===== config.mk =====
export PLATFORM = sky130hd
export DESIGN_NAME = seq_detector_param
export DESIGN_NICKNAME = d
export VERILOG_FILES = /design/src/rtl/seq_det_pkg.sv /design/src/rtl/sat_counter.sv /design/src/rtl/seq_detector_param.sv
export SDC_FILE = /design/constraint.sdc
export NUM_CORES = 1
export LEC_CHECK = 0
export BUFFER_PORTS_ARGS = -buffer_cell sky130_fd_sc_hd__buf_2
export CAP_MARGIN = 15
export CORE_ASPECT_RATIO = 1.5
export CORE_MARGIN = 2
export CORE_UTILIZATION = 60
export DETAILED_ROUTE_END_ITERATION = 8
export GPL_TIMING_DRIVEN = 0
export PLACE_DENSITY = 0.81
export SETUP_SLACK_MARGIN = 0.2
export SLEW_MARGIN = 20
export SYNTH_ARGS = -nofsm -noshare
export SYNTH_HDL_FRONTEND = slang
export SYNTH_SLANG_ARGS = --single-unit
export TNS_END_PERCENT = 100

===== constraint.sdc =====
create_clock -name clk -period 7.5 [get_ports clk]
set_input_delay 0.375 -clock clk [delete_from_list [all_inputs] [get_ports clk]]
set_output_delay 0.375 -clock clk [all_outputs]
set_load 0.01 [all_outputs]

===== src/rtl/seq_det_pkg.sv =====
// Shared constants and helpers for the parametrised serial-pattern detector.
package seq_det_pkg;

    // Reset defaults, matching the legacy fixed "1010" detector.
    localparam int unsigned DEF_MAX_LEN     = 8;
    localparam int unsigned DEF_CNT_W       = 8;
    localparam logic [31:0] DEF_RST_PATTERN = 32'h0000_000A;
    localparam int unsigned DEF_RST_LEN     = 4;
    localparam bit          DEF_RST_OVERLAP = 1'b0;

    // Width needed to hold a length in the range 0..max_len.
    function automatic int unsigned len_w(input int unsigned max_len);
        return $clog2(max_len) + 1;
    endfunction

    // A zero length would never complete a match, so it is treated as 1.
    function automatic int unsigned clamp_len(input int unsigned len,
                                              input int unsigned max_len);
        if (len == 0) begin
            return 1;
        end else if (len > max_len) begin
            return max_len;
        end
        return len;
    endfunction

endpackage


===== src/rtl/sat_counter.sv =====
// Saturating up-counter with synchronous clear; a clear coincident with an
// increment leaves the count at 1.
module sat_counter #(
    parameter int unsigned CNT_W = 8
) (
    input  logic             clk,
    input  logic             reset,
    input  logic             clr_i,
    input  logic             inc_i,
    output logic [CNT_W-1:0] count_o
);

    logic [CNT_W-1:0] count_q, count_d;

    // Next count: clear has priority, increment stops at all-ones.
    always_comb begin
        count_d = count_q;
        if (clr_i) begin
            count_d = inc_i ? CNT_W'(1) : '0;
        end else if (inc_i && (count_q != '1)) begin
            count_d = count_q + 1'b1;
        end
    end

    // Count register.
    always_ff @(posedge clk or posedge reset) begin
        if (reset) begin
            count_q <= '0;
        end else begin
            count_q <= count_d;
        end
    end

    assign count_o = count_q;

endmodule


===== src/rtl/seq_detector_param.sv =====
// Moore serial-pattern detector with programmable pattern/length, optional
// overlapping matches, a data-valid qualifier and a saturating match counter.
module seq_detector_param
    import seq_det_pkg::*;
#(
    parameter int unsigned        MAX_LEN     = DEF_MAX_LEN,
    parameter int unsigned        CNT_W       = DEF_CNT_W,
    parameter logic [MAX_LEN-1:0] RST_PATTERN = MAX_LEN'(DEF_RST_PATTERN),
    parameter int unsigned        RST_LEN     = DEF_RST_LEN,
    parameter bit                 RST_OVERLAP = DEF_RST_OVERLAP,
    localparam int unsigned       LEN_W       = len_w(MAX_LEN)
) (
    input  logic               clk,
    input  logic               reset,
    input  logic               cfg_load,
    input  logic [MAX_LEN-1:0] cfg_pattern,
    input  logic [LEN_W-1:0]   cfg_len,
    input  logic               cfg_overlap,
    input  logic               data_valid,
    input  logic               data,
    output logic               tick,
    output logic [CNT_W-1:0]   match_count,
    input  logic               cnt_clr,
    output logic               busy
);

    localparam logic [LEN_W-1:0] RstLenClamped = LEN_W'(clamp_len(RST_LEN, MAX_LEN));
    localparam logic [LEN_W-1:0] MaxFill       = LEN_W'(MAX_LEN);

    logic [MAX_LEN-1:0] pat_q, pat_d;
    logic [LEN_W-1:0]   len_q, len_d;
    logic               ovl_q, ovl_d;
    logic [MAX_LEN-1:0] hist_q, hist_d;
    logic [LEN_W-1:0]   fill_q, fill_d;
    logic               tick_q;
    logic               busy_q;

    logic [MAX_LEN-1:0] hist_shift;
    logic [MAX_LEN-1:0] len_mask;
    logic [LEN_W-1:0]   fill_inc;
    logic               window_eq;
    logic               match;

    // Sliding-window compare on the post-shift history plus next-state selection.
    always_comb begin
        pat_d      = pat_q;
        len_d      = len_q;
        ovl_d      = ovl_q;
        hist_d     = hist_q;
        fill_d     = fill_q;
        match      = 1'b0;
        hist_shift = {hist_q[MAX_LEN-2:0], data};
        fill_inc   = (fill_q >= MaxFill) ? fill_q : fill_q + 1'b1;
        for (int i = 0; i < MAX_LEN; i++) begin
            len_mask[i] = (i < int'(len_q));
        end
        window_eq = (((hist_shift ^ pat_q) & len_mask) == '0);

        if (cfg_load) begin
            // A data bit in the same cycle is dropped; detection restarts clean.
            pat_d  = cfg_pattern;
            len_d  = LEN_W'(clamp_len(32'(cfg_len), MAX_LEN));
            ovl_d  = cfg_overlap;
            hist_d = '0;
            fill_d = '0;
        end else if (data_valid) begin
            hist_d = hist_shift;
            match  = (fill_inc >= len_q) && window_eq;
            // Non-overlap mode consumes the matched bits.
            fill_d = (match && !ovl_q) ? '0 : fill_inc;
        end
    end

    // Configuration, history and registered outputs.
    always_ff @(posedge clk or posedge reset) begin
        if (reset) begin
            pat_q  <= RST_PATTERN;
            len_q  <= RstLenClamped;
            ovl_q  <= RST_OVERLAP;
            hist_q <= '0;
            fill_q <= '0;
            tick_q <= 1'b0;
            busy_q <= 1'b0;
        end else begin
            pat_q  <= pat_d;
            len_q  <= len_d;
            ovl_q  <= ovl_d;
            hist_q <= hist_d;
            fill_q <= fill_d;
            tick_q <= match;
            busy_q <= (fill_d != '0);
        end
    end

    sat_counter #(
        .CNT_W (CNT_W)
    ) u_match_cnt (
        .clk     (clk),
        .reset   (reset),
        .clr_i   (cnt_clr),
        .inc_i   (match),
        .count_o (match_count)
    );

    assign tick = tick_q;
    assign busy = busy_q;

endmodule


==> impl_metrics.json, run 1 <==
{
  "status": "completed",
  "die_area_um2": 3600,
  "max-cap-violations": 0,
  "min_path_type": "in2async",
  "start_util_pct": 63.7,
  "yosys_warnings": 0,
  "io_pins": 29,
  "synth_seq_cells": 34,
  "wirelength_mm": 3.69,
  "fillCellCount": 242,
  "antenna_found_initial": 0,
  "report.final.slew_viol_count": 0,
  "via_per_inst": 5.92,
  "synth_largest_area_cell": "dfrtp_1",
  "max_freq_ghz": 0.332,
  "synth_edf_count": 0,
  "grt_overflow": 0,
  "fp.dieW_um": 49.7,
  "cts_resized": 0,
  "tightest_slew_ns": 0.684,
  "diodes": 0,
  "max_slew_margin_pct": 54.3,
  "dr.pass1.iters": 4,
  "vias": 1534,
  "synth-main-ff-cell": "dfrtp_1",
  "critPathKind": "reg2reg",
  "cts_tree": "yes",
  "drc": 0,
  "rows": 24,
  "fin_worst_skew_ns": 0.00503,
  "min_period_over_period_pct": 40.2,
  "fin_ws_ns": 4.48,
  "netlist_area_um2": 1880,
  "path_max_fanout": 10,
  "die_h_um": 72.5,
  "finalSetupViolCount": 0,
  "fin_util_pct": 72.5,
  "wl_per_cell_um": 14.3,
  "final.setup.tns_ns": 0,
  "yosys-top-cells-area": "dfrtp_1 41%, mux2_2 6.6%, ha_1 4.7%, mux2i_1 4.3%, dfstp_2 4.2%",
  "core-area_um2": 2940,
  "crit_arrival_ns": 3.22,
  "track_usage_pct": 23.6,
  "portBuffers": 26,
  "syn_area_per_cell_um2": 10.1,
  "clock_latency_ns": 0.28,
  "grt_pass1_vias": 1529,
  "clkTransAtPathRegs_ns": 0.06,
  "grt_pass1_wl_mm": 6.44,
  "async_flop_share_pct": 100,
  "syn_inst": 186,
  "post-synth-top-count-cell": "dfrtp_1",
  "routabilityCongestion": 0.908,
  "cts_htree_levels": 2,
  "period_minus_slack_ns": 3.02,
  "num-nets-final": 245,
  "cellPowerDensity_nw_per_um2": 184,
  "endpoint_kind": "flop",
  "grt_max_degree": 35,
  "yosysUniqueCellTypes": 39,
  "cts_hold_buf": 0,
  "synth.top_cells.by_count": "31 x dfrtp_1, 18 x nor2_1, 11 x mux2_2",
  "place_ws_ns": 4.52,
  "yosysTopAreaCellShare_pct": 41.4,
  "drive_gt1_share_pct": 22.7,
  "post_cts_buffers": 0,
  "cts_buffers": 5,
  "clock-sinks": 34,
  "ir_drop_mv": 0.150,
  "syn2layout_area_growth_pct": 13.8,
  "ant_nets": 0,
  "cts_root_buffer": "clkbuf_8",
  "cp-start-kind": "flop",
  "synth_nets": 212,
  "ys_seq_area_share_pct": 45.6,
  "first_iter_violations": 42,
  "grt_setup_unrepaired": "false",
  "cp.required_ns": 7.70,
  "dp_hpwl_mm": 2.81,
  "hold_violations": 0,
  "leakagePower_nw": 0.983,
  "clockBufferDepth": 2
}
## layer usage
layer  part of all wire, %  up-vias  wire length, um  global-route usage [%]
met5                     0        -                0                       0
met4                   1.8        0               66                    12.3
met3                   3.8        9              142                    4.94
met2                    54       44             2000                    43.6
met1                    40      740             1480                    24.7
li1                      -      741                -                       -
## path summary, 6_finish.rpt
| kind | from | to | slack [ns] | cells past startpoint |
|---|---|---|---|---|
| max reg2reg | fill_q[3] | u_match_cnt.count_o[3] | 4.48 | 11 |
| max in group asynchronous | reset | hist_q[2] | 6.87 | 2 |
| max | fill_q[3] | u_match_cnt.count_o[3] | 4.48 | 11 |
| min in group clk | cfg_len[3] | len_q[2] | 0.28 | 2 |
| min reg2reg | pat_q[7] | pat_q[7] | 0.53 | 1 |
| min | reset | fill_q[2] | 0.19 | 2 |
## placed cells by master, fill, tap and decap left out, types with 2 or more instances in the layout
master    instances
a21oi_1           9
buf_2            26
clkbuf_1         10
clkbuf_8          5
dfrtp_1          31
dfstp_2           3
ha_1              7
inv_1             8
mux2_2           11
mux2i_1           8
nand2_1          10
nand2b_1          7
nand3_1           6
nand4_1           2
nor2_1           18
nor4b_1           2
o21ai_0          10
o22ai_1           2
o31ai_1           4
o32ai_1           4
or3_1             5
or4_1             4
xnor2_1           3
xor2_1            7
## report_power, final
| group | switching, mW | internal [mW] |
|---|---|---|
| clock | 0.0593 | 0.0658 |
| sequential | 0.0110 | 0.195 |
| combinational | 0.0317 | 0.0294 |
## cell type report
| cell class | count | area [um2] | area share, % |
|---|---|---|---|
| Buffer | 9 | 41.3 | 1.93 |
| Clock buffer | 8 | 80.1 | 3.75 |
| Inverter | 9 | 33.8 | 1.58 |
| Multi-Input combinational cell | 134 | 946 | 44.3 |
| Sequential cell | 34 | 855 | 40.0 |
| Tap cell | 39 | 48.8 | 2.29 |
| Timing Repair Buffer | 26 | 130 | 6.10 |
## critical path, cell delays in order (launching register included)
cell,delay (ns)
dfrtp_1,0.32
clkbuf_1,0.34
nand2b_1,0.25
xnor2_1,0.10
ha_1,0.28
o21ai_0,0.08
a222oi_1,0.32
nand4_1,0.14
or3b_4,0.45
buf_6,0.15
or3_1,0.34
a21oi_1,0.16
## per-stage QoR
stage,hold WS [ns],std cells,power (mW),cell area (um2)
after CTS,0.210,259,0.397,2130
final,0.195,259,0.392,2130
after global routing,0.268,259,0.413,2130
after global placement,0.514,251,0.267,2050
after floorplan,0.440,186,0.251,1880
after detailed placement,0.519,251,0.270,2050
## registers in the layout, summed over array words and instances (netlist names)
register and cells:
hist_q 7, pat_q 8, busy 1, tick 1, fill_q 4, len_q 4
ovl_q 1, u_match_cnt.count_o 8
## kinds of logic (layout without fill, tap and decap cells)
logic type	after synthesis	after routing	share of synthesized area (%)
AO/OA/AOI/OAI	39	39	13.8
flip-flops	34	34	45.6
AND/OR/NAND/NOR	59	59	16.4
multiplexers	19	19	10.9
XOR/XNOR	10	10	4.67
adder cells (fa/ha/maj)	7	7	4.67
buffers and inverters	18	52	4.00
(Power assumes the default switching activity.)
==> inputs of run 2 (changes only) <==
- ABC_AREA: default -> 1
- CORE_UTILIZATION: 60 -> 56
- PLACE_DENSITY: 0.81 -> 0.76
- clock period: 7.5 -> 2.8 ns (I/O delays scaled with it)
==> impl_metrics.json, run 2 <==
{
  "wl_met2_mm": 1.97,
  "grt_pass1_wl_mm": 6.44,
  "endpoint_kind": "flop",
  "max-cap-violations": 0,
  "period_minus_slack_ns": 2.23,
  "cts_htree_levels": 2,
  "track_usage_pct": 22.2,
  "yosys-top-cells-area": "dfrtp_1 40%, nand2_1 16%, inv_1 6.2%, ha_1 4.5%, dfstp_2 4.1%",
  "path_cells": "inv_1 -> ha_1 -> inv_1 -> o21ai_1 -> ha_1 -> inv_1 -> nor2_1 -> o21ai_0 -> nand3_2 -> nand4_4 -> nor2_8 -> nor2_4 -> nand2_1 -> nand2_1",
  "first_iter_violations": 43,
  "max_freq_ghz": 0.449,
  "slowest_delay_ns": 0.43,
  "clock-sinks": 34,
  "finalSetupViolCount": 0,
  "cp-start-kind": "flop",
  "fin_ws_ns": 0.572,
  "syn2layout_area_growth_pct": 16.4,
  "min_period_over_period_pct": 79.6,
  "io_pins": 29,
  "start_util_pct": 57.5,
  "cts_buffers": 5,
  "clock_latency_ns": 0.29,
  "hold_ws_ns": 0.0526,
  "drive_gt1_share_pct": 20.8,
  "yosys_warnings": 0,
  "synth.top_cells.by_count": "83 x nand2_1, 32 x inv_1, 31 x dfrtp_1",
  "netlist_area_um2": 1930,
  "rows": 26,
  "placed_cells": 317,
  "fin_worst_skew_ns": 0.00890,
  "final_cell_mix": "83 x nand2_1, 31 x inv_1, 31 x dfrtp_1",
  "cp.required_ns": 3.02,
  "drc": 0,
  "hold_violations": 0,
  "dp_hpwl_mm": 2.81,
  "ant_nets": 0,
  "clockBufferDepth": 2,
  "layoutNonFillerInstCount": 326,
  "fp.dieW_um": 51.9,
  "vias": 1625,
  "register_area_um2": 855,
  "cellPowerDensity_nw_per_um2": 516,
  "cp_num_buf_inv": 3,
  "dr.pass1.iters": 4,
  "ir_drop_mv": 0.462,
  "routabilityCongestion": 0.819,
  "synth_edf_count": 0,
  "leakagePower_nw": 1.24,
  "yosysTopAreaCellShare_pct": 40.2,
  "status": "completed",
  "grt_max_degree": 35,
  "async_flop_share_pct": 100,
  "r2r_cells": 14,
  "grt_setup_unrepaired": "false",
  "design_area_um2": 2240,
  "synth_largest_area_cell": "dfrtp_1",
  "cts_tree": "yes",
  "synth_nets": 273,
  "min_path_type": "in2reg",
  "fin_util_pct": 67.0,
  "wirelength_mm": 3.81,
  "wl_per_cell_um": 11.7,
  "wl_met1_mm": 1.61,
  "cp_top_family": "simple AND/OR/NAND/NOR gates",
  "core-area_um2": 3350,
  "antenna_found_initial": 0,
  "synth_seq_cells": 34,
  "syn_inst": 247,
  "path_max_fanout": 8,
  "crit_path_top_delay_cell": "dfrtp_1",
  "top_layer": "met4",
  "report.final.slew_viol_count": 0,
  "grt_overflow": 0,
  "max_slew_margin_pct": 52.1,
  "die_area_um2": 3940,
  "worst-path-stages": 14,
  "clkTransAtPathRegs_ns": 0.07,
  "crit_arrival_ns": 2.45,
  "crit_top_cell": "inv_1",
  "placed_area_um2": 2120,
  "synth-main-ff-cell": "dfrtp_1",
  "syn_area_per_cell_um2": 7.81,
  "diodes": 0,
  "post_cts_buffers": 0,
  "multiInputGateArea_um2": 917,
  "via_per_inst": 4.98,
  "final_common_cell": "nand2_1",
  "ys_seq_area_share_pct": 44.3,
  "grt_pass1_vias": 1507,
  "tightest_slew_ns": 0.717,
  "critPathKind": "reg2reg",
  "cts_root_buffer": "clkbuf_8",
  "num-nets-final": 309,
  "die_h_um": 75.9,
  "fillCellCount": 304,
  "dr_wl_met3_um": 148,
  "hold_depth": 3,
  "portBuffers": 28,
  "final.setup.tns_ns": 0,
  "yosysUniqueCellTypes": 27,
  "place_ws_ns": 0.449,
  "total_power_mw": 1.16,
  "post-synth-top-count-cell": "nand2_1"
}
## run 2: changes by cell type in the layout (fill, tap and decap cells not counted), sizes merged, moves of 6 or more
cell,before,now
nand2b,7,0
mux2,11,0
inv,9,38
o22ai,2,8
clkbuf,15,8
nand2,10,85
mux2i,8,0
nand3,6,15
## run 2: power by group
group	leakage, nW	switching, mW	internal, mW
sequential	0.442	0.0211	0.519
clock	0.0579	0.180	0.262
combinational	0.737	0.114	0.0631
## run 2: tightest hold or removal path: stages
cell     delay (ns)
buf_2          0.07
nand2_1        0.04
nand2_1        0.05
## run 2: cell type report
cell class,count,share of cell area [%]
flip-flops and latches,34,38.1
multi-input cells,170,40.9
clock buffers,5,3.07
clock inverters,3,1.78
plain buffers,3,0.502
inverters,40,6.69
repair buffers,29,6.69
well taps,42,2.34
## run 2: cell families after synthesis
kind of cell,synth area share [%]
and+or+nand+nor,31.4
buffers and inverters,8.37
xor gates and xnor gates,3.63
AOI/OAI and AO/OA,7.72
adders and majority gates,4.54
DFF,44.3
## run 2: final timing paths
path                                     start                     end  slack (ns)
worst max-delay path                 fill_q[0]  u_match_cnt.count_o[7]        0.57
worst min-delay path            cfg_pattern[7]                pat_q[7]        0.05
worst max register to register       fill_q[0]  u_match_cnt.count_o[7]        0.57
worst min register to register        pat_q[1]                pat_q[1]        0.50
max in group asynchronous                reset                   ovl_q        1.82
min in group asynchronous                reset  u_match_cnt.count_o[2]        0.51
## run 2: timing repair
item                       in CTS  in global routing
hold buffers                    1                  0
hold endpoints to repair       31                  0
setup endpoints to repair       0                  8
gates resized for setup         0                  2
## run 2: routing by layer
metal	up-vias	global-route usage, %
met4	0	9.94
met1	732	27.3
met5	-	0
met2	42	37.8
met3	10	3.73
li1	841	-
==> inputs of run 3 (changes only) <==
- ABC_AREA: 1 -> 0
- CORE_UTILIZATION: 56 -> 50
- PLACE_DENSITY: 0.76 -> 0.71
- clock period: 2.8 -> 2 ns (I/O delays scaled with it)
==> impl_metrics.json, run 3 (synthesis gave the netlist of run 1 again) <==
{
  "pwr-share-seq_pct": 48.6,
  "crit_start": "fill_q[0]",
  "rows": 27,
  "endpoint_kind": "flop",
  "drive_gt1_share_pct": 37.0,
  "via_per_inst": 5.82,
  "rrSetupSlack_ns": -0.85,
  "path_max_fanout": 6,
  "period_minus_slack_ns": 2.85,
  "clock-sinks": 34,
  "grt_pass1_vias": 1683,
  "grtUsageMet1_pct": 23.3,
  "tightest_slew_ns": 0.705,
  "io_pins": 29,
  "switching_share_pct": 27.6,
  "fp.dieW_um": 54.0,
  "hold_path_startpoint": "cfg_len[2]",
  "max_slew_margin_pct": 52.9,
  "dp_hpwl_mm": 3.10,
  "final_cell_mix": "29 x dfrtp_1, 26 x buf_2, 16 x nor2_1",
  "status": "finished with violations",
  "cp.required_ns": 2.21,
  "first_iter_violations": 49,
  "intPower_mw": 1.15,
  "min_period_over_period_pct": 142,
  "wl_per_cell_um": 15.7,
  "grt_overflow": 0,
  "drc": 0,
  "crit_arrival_ns": 3.06,
  "leakagePower_nw": 1.07,
  "cts_tree": "yes",
  "fin_ws_ns": -0.847,
  "num-nets-final": 255,
  "cellPowerDensity_nw_per_um2": 667,
  "cts_htree_levels": 2,
  "ant_nets": 0,
  "grt_use_met2_pct": 42.9,
  "place_ws_ns": -0.857,
  "critPathKind": "reg2reg",
  "grt_pass1_wl_mm": 7.16,
  "syn2layout_area_growth_pct": 27.5,
  "max-cap-violations": 0,
  "power_frac_clock_pct": 33.0,
  "diodes": 0,
  "cts_buffers": 5,
  "hold_violations": 0,
  "clockBufferDepth": 2,
  "cp-start-kind": "flop",
  "ir_drop_mv": 0.473,
  "die_area_um2": 4270,
  "min_path_type": "in2reg",
  "clkTransAtPathRegs_ns": 0.07,
  "report.final.slew_viol_count": 0,
  "fin_util_pct": 65.5,
  "design_area_um2": 2390,
  "dr.pass1.iters": 4,
  "start_util_pct": 51.4,
  "fin_worst_skew_ns": 0.00629,
  "cts_root_buffer": "clkbuf_8",
  "portBuffers": 26,
  "clock_latency_ns": 0.29,
  "violations": "negative setup slack",
  "max_freq_ghz": 0.351,
  "reg2reg_from": "fill_q[0]",
  "placed_cells": 255,
  "finalSetupViolCount": 14,
  "antenna_found_initial": 0,
  "wirelength_mm": 4.28,
  "vias": 1589,
  "p_comb_share_pct": 18.4,
  "gr-usage-met3_pct": 4.51,
  "fillCellCount": 282,
  "grt_setup_unrepaired": "true",
  "final_common_cell": "dfrtp_1",
  "grt_max_degree": 35,
  "p_switching_mw": 0.440,
  "hold_ws_ns": 0.0440,
  "layoutNonFillerInstCount": 273,
  "placed_area_um2": 2110,
  "grt_busiest_layer": "met2",
  "track_usage_pct": 22.9,
  "core-area_um2": 3650,
  "die_h_um": 79.0,
  "routabilityCongestion": 0.852
}
## run 3: metrics by stage
| stage | power (mW) | setup TNS [ns] |
|---|---|---|
| after CTS | 1.57 | -8.68 |
| after global routing | 1.66 | -9.68 |
| final | 1.59 | -8.10 |
| after global placement | 1.01 | -8.12 |
| after detailed placement | 1.03 | -8.88 |
| after floorplan | 0.953 | -5.20 |
## run 3: final cells by class
type	instances	area [um2]	share of cell area [%]
multi-input cells	134	1090	45.4
clock inverters	1	5.00	0.209
flip-flops and latches	34	857	35.8
clock buffers	7	86.3	3.61
well taps	43	53.8	2.25
repair buffers	36	214	8.95
plain buffers	9	55.1	2.30
inverters	9	33.8	1.41
## run 3: path summary, 6_finish.rpt
check / cells after the start / end
min in group asynchronous: 3 / u_match_cnt.count_o[3]
max: 10 / u_match_cnt.count_o[5]
min reg2reg: 1 / pat_q[7]
max reg2reg: 10 / u_match_cnt.count_o[5]
min: 3 / len_q[2]
max in group asynchronous: 3 / fill_q[1]
## run 3: power by group through the flow
stage / registers [mW] / clock network (mW) / logic (mW)
finish: 0.775 / 0.525 / 0.293
global route: 0.781 / 0.559 / 0.325
CTS: 0.774 / 0.536 / 0.261
detailed placement: 0.786 / 0 / 0.247
global placement: 0.783 / 0 / 0.231
floorplan: 0.778 / 0 / 0.175
## run 3: routing by layer
metal	part of all wire [%]	vias to the layer above
li1	-	750
met1	38	793
met2	56	38
met3	3.4	8
met4	2.2	0
met5	0	-
## run 3: what timing repair did
| item | 4_1_cts | 5_1_grt |
|---|---|---|
| setup buffers | 5 | 3 |
| endpoints found under the hold margin | 32 | 0 |
| setup endpoints to repair | 14 | 14 |
| hold buffers | 2 | 0 |
| gates resized for setup | 16 | 15 |
| pin swaps | 13 | 9 |
## run 3: critical path: stages (launching register included)
cell	delay [ns]
dfrtp_2	0.45
ha_4	0.17
nand2b_4	0.06
xnor2_2	0.13
ha_1	0.27
o21ai_1	0.06
a222oi_1	0.39
nand4_1	0.17
or3b_4	0.43
or4_4	0.50
a21oi_2	0.13
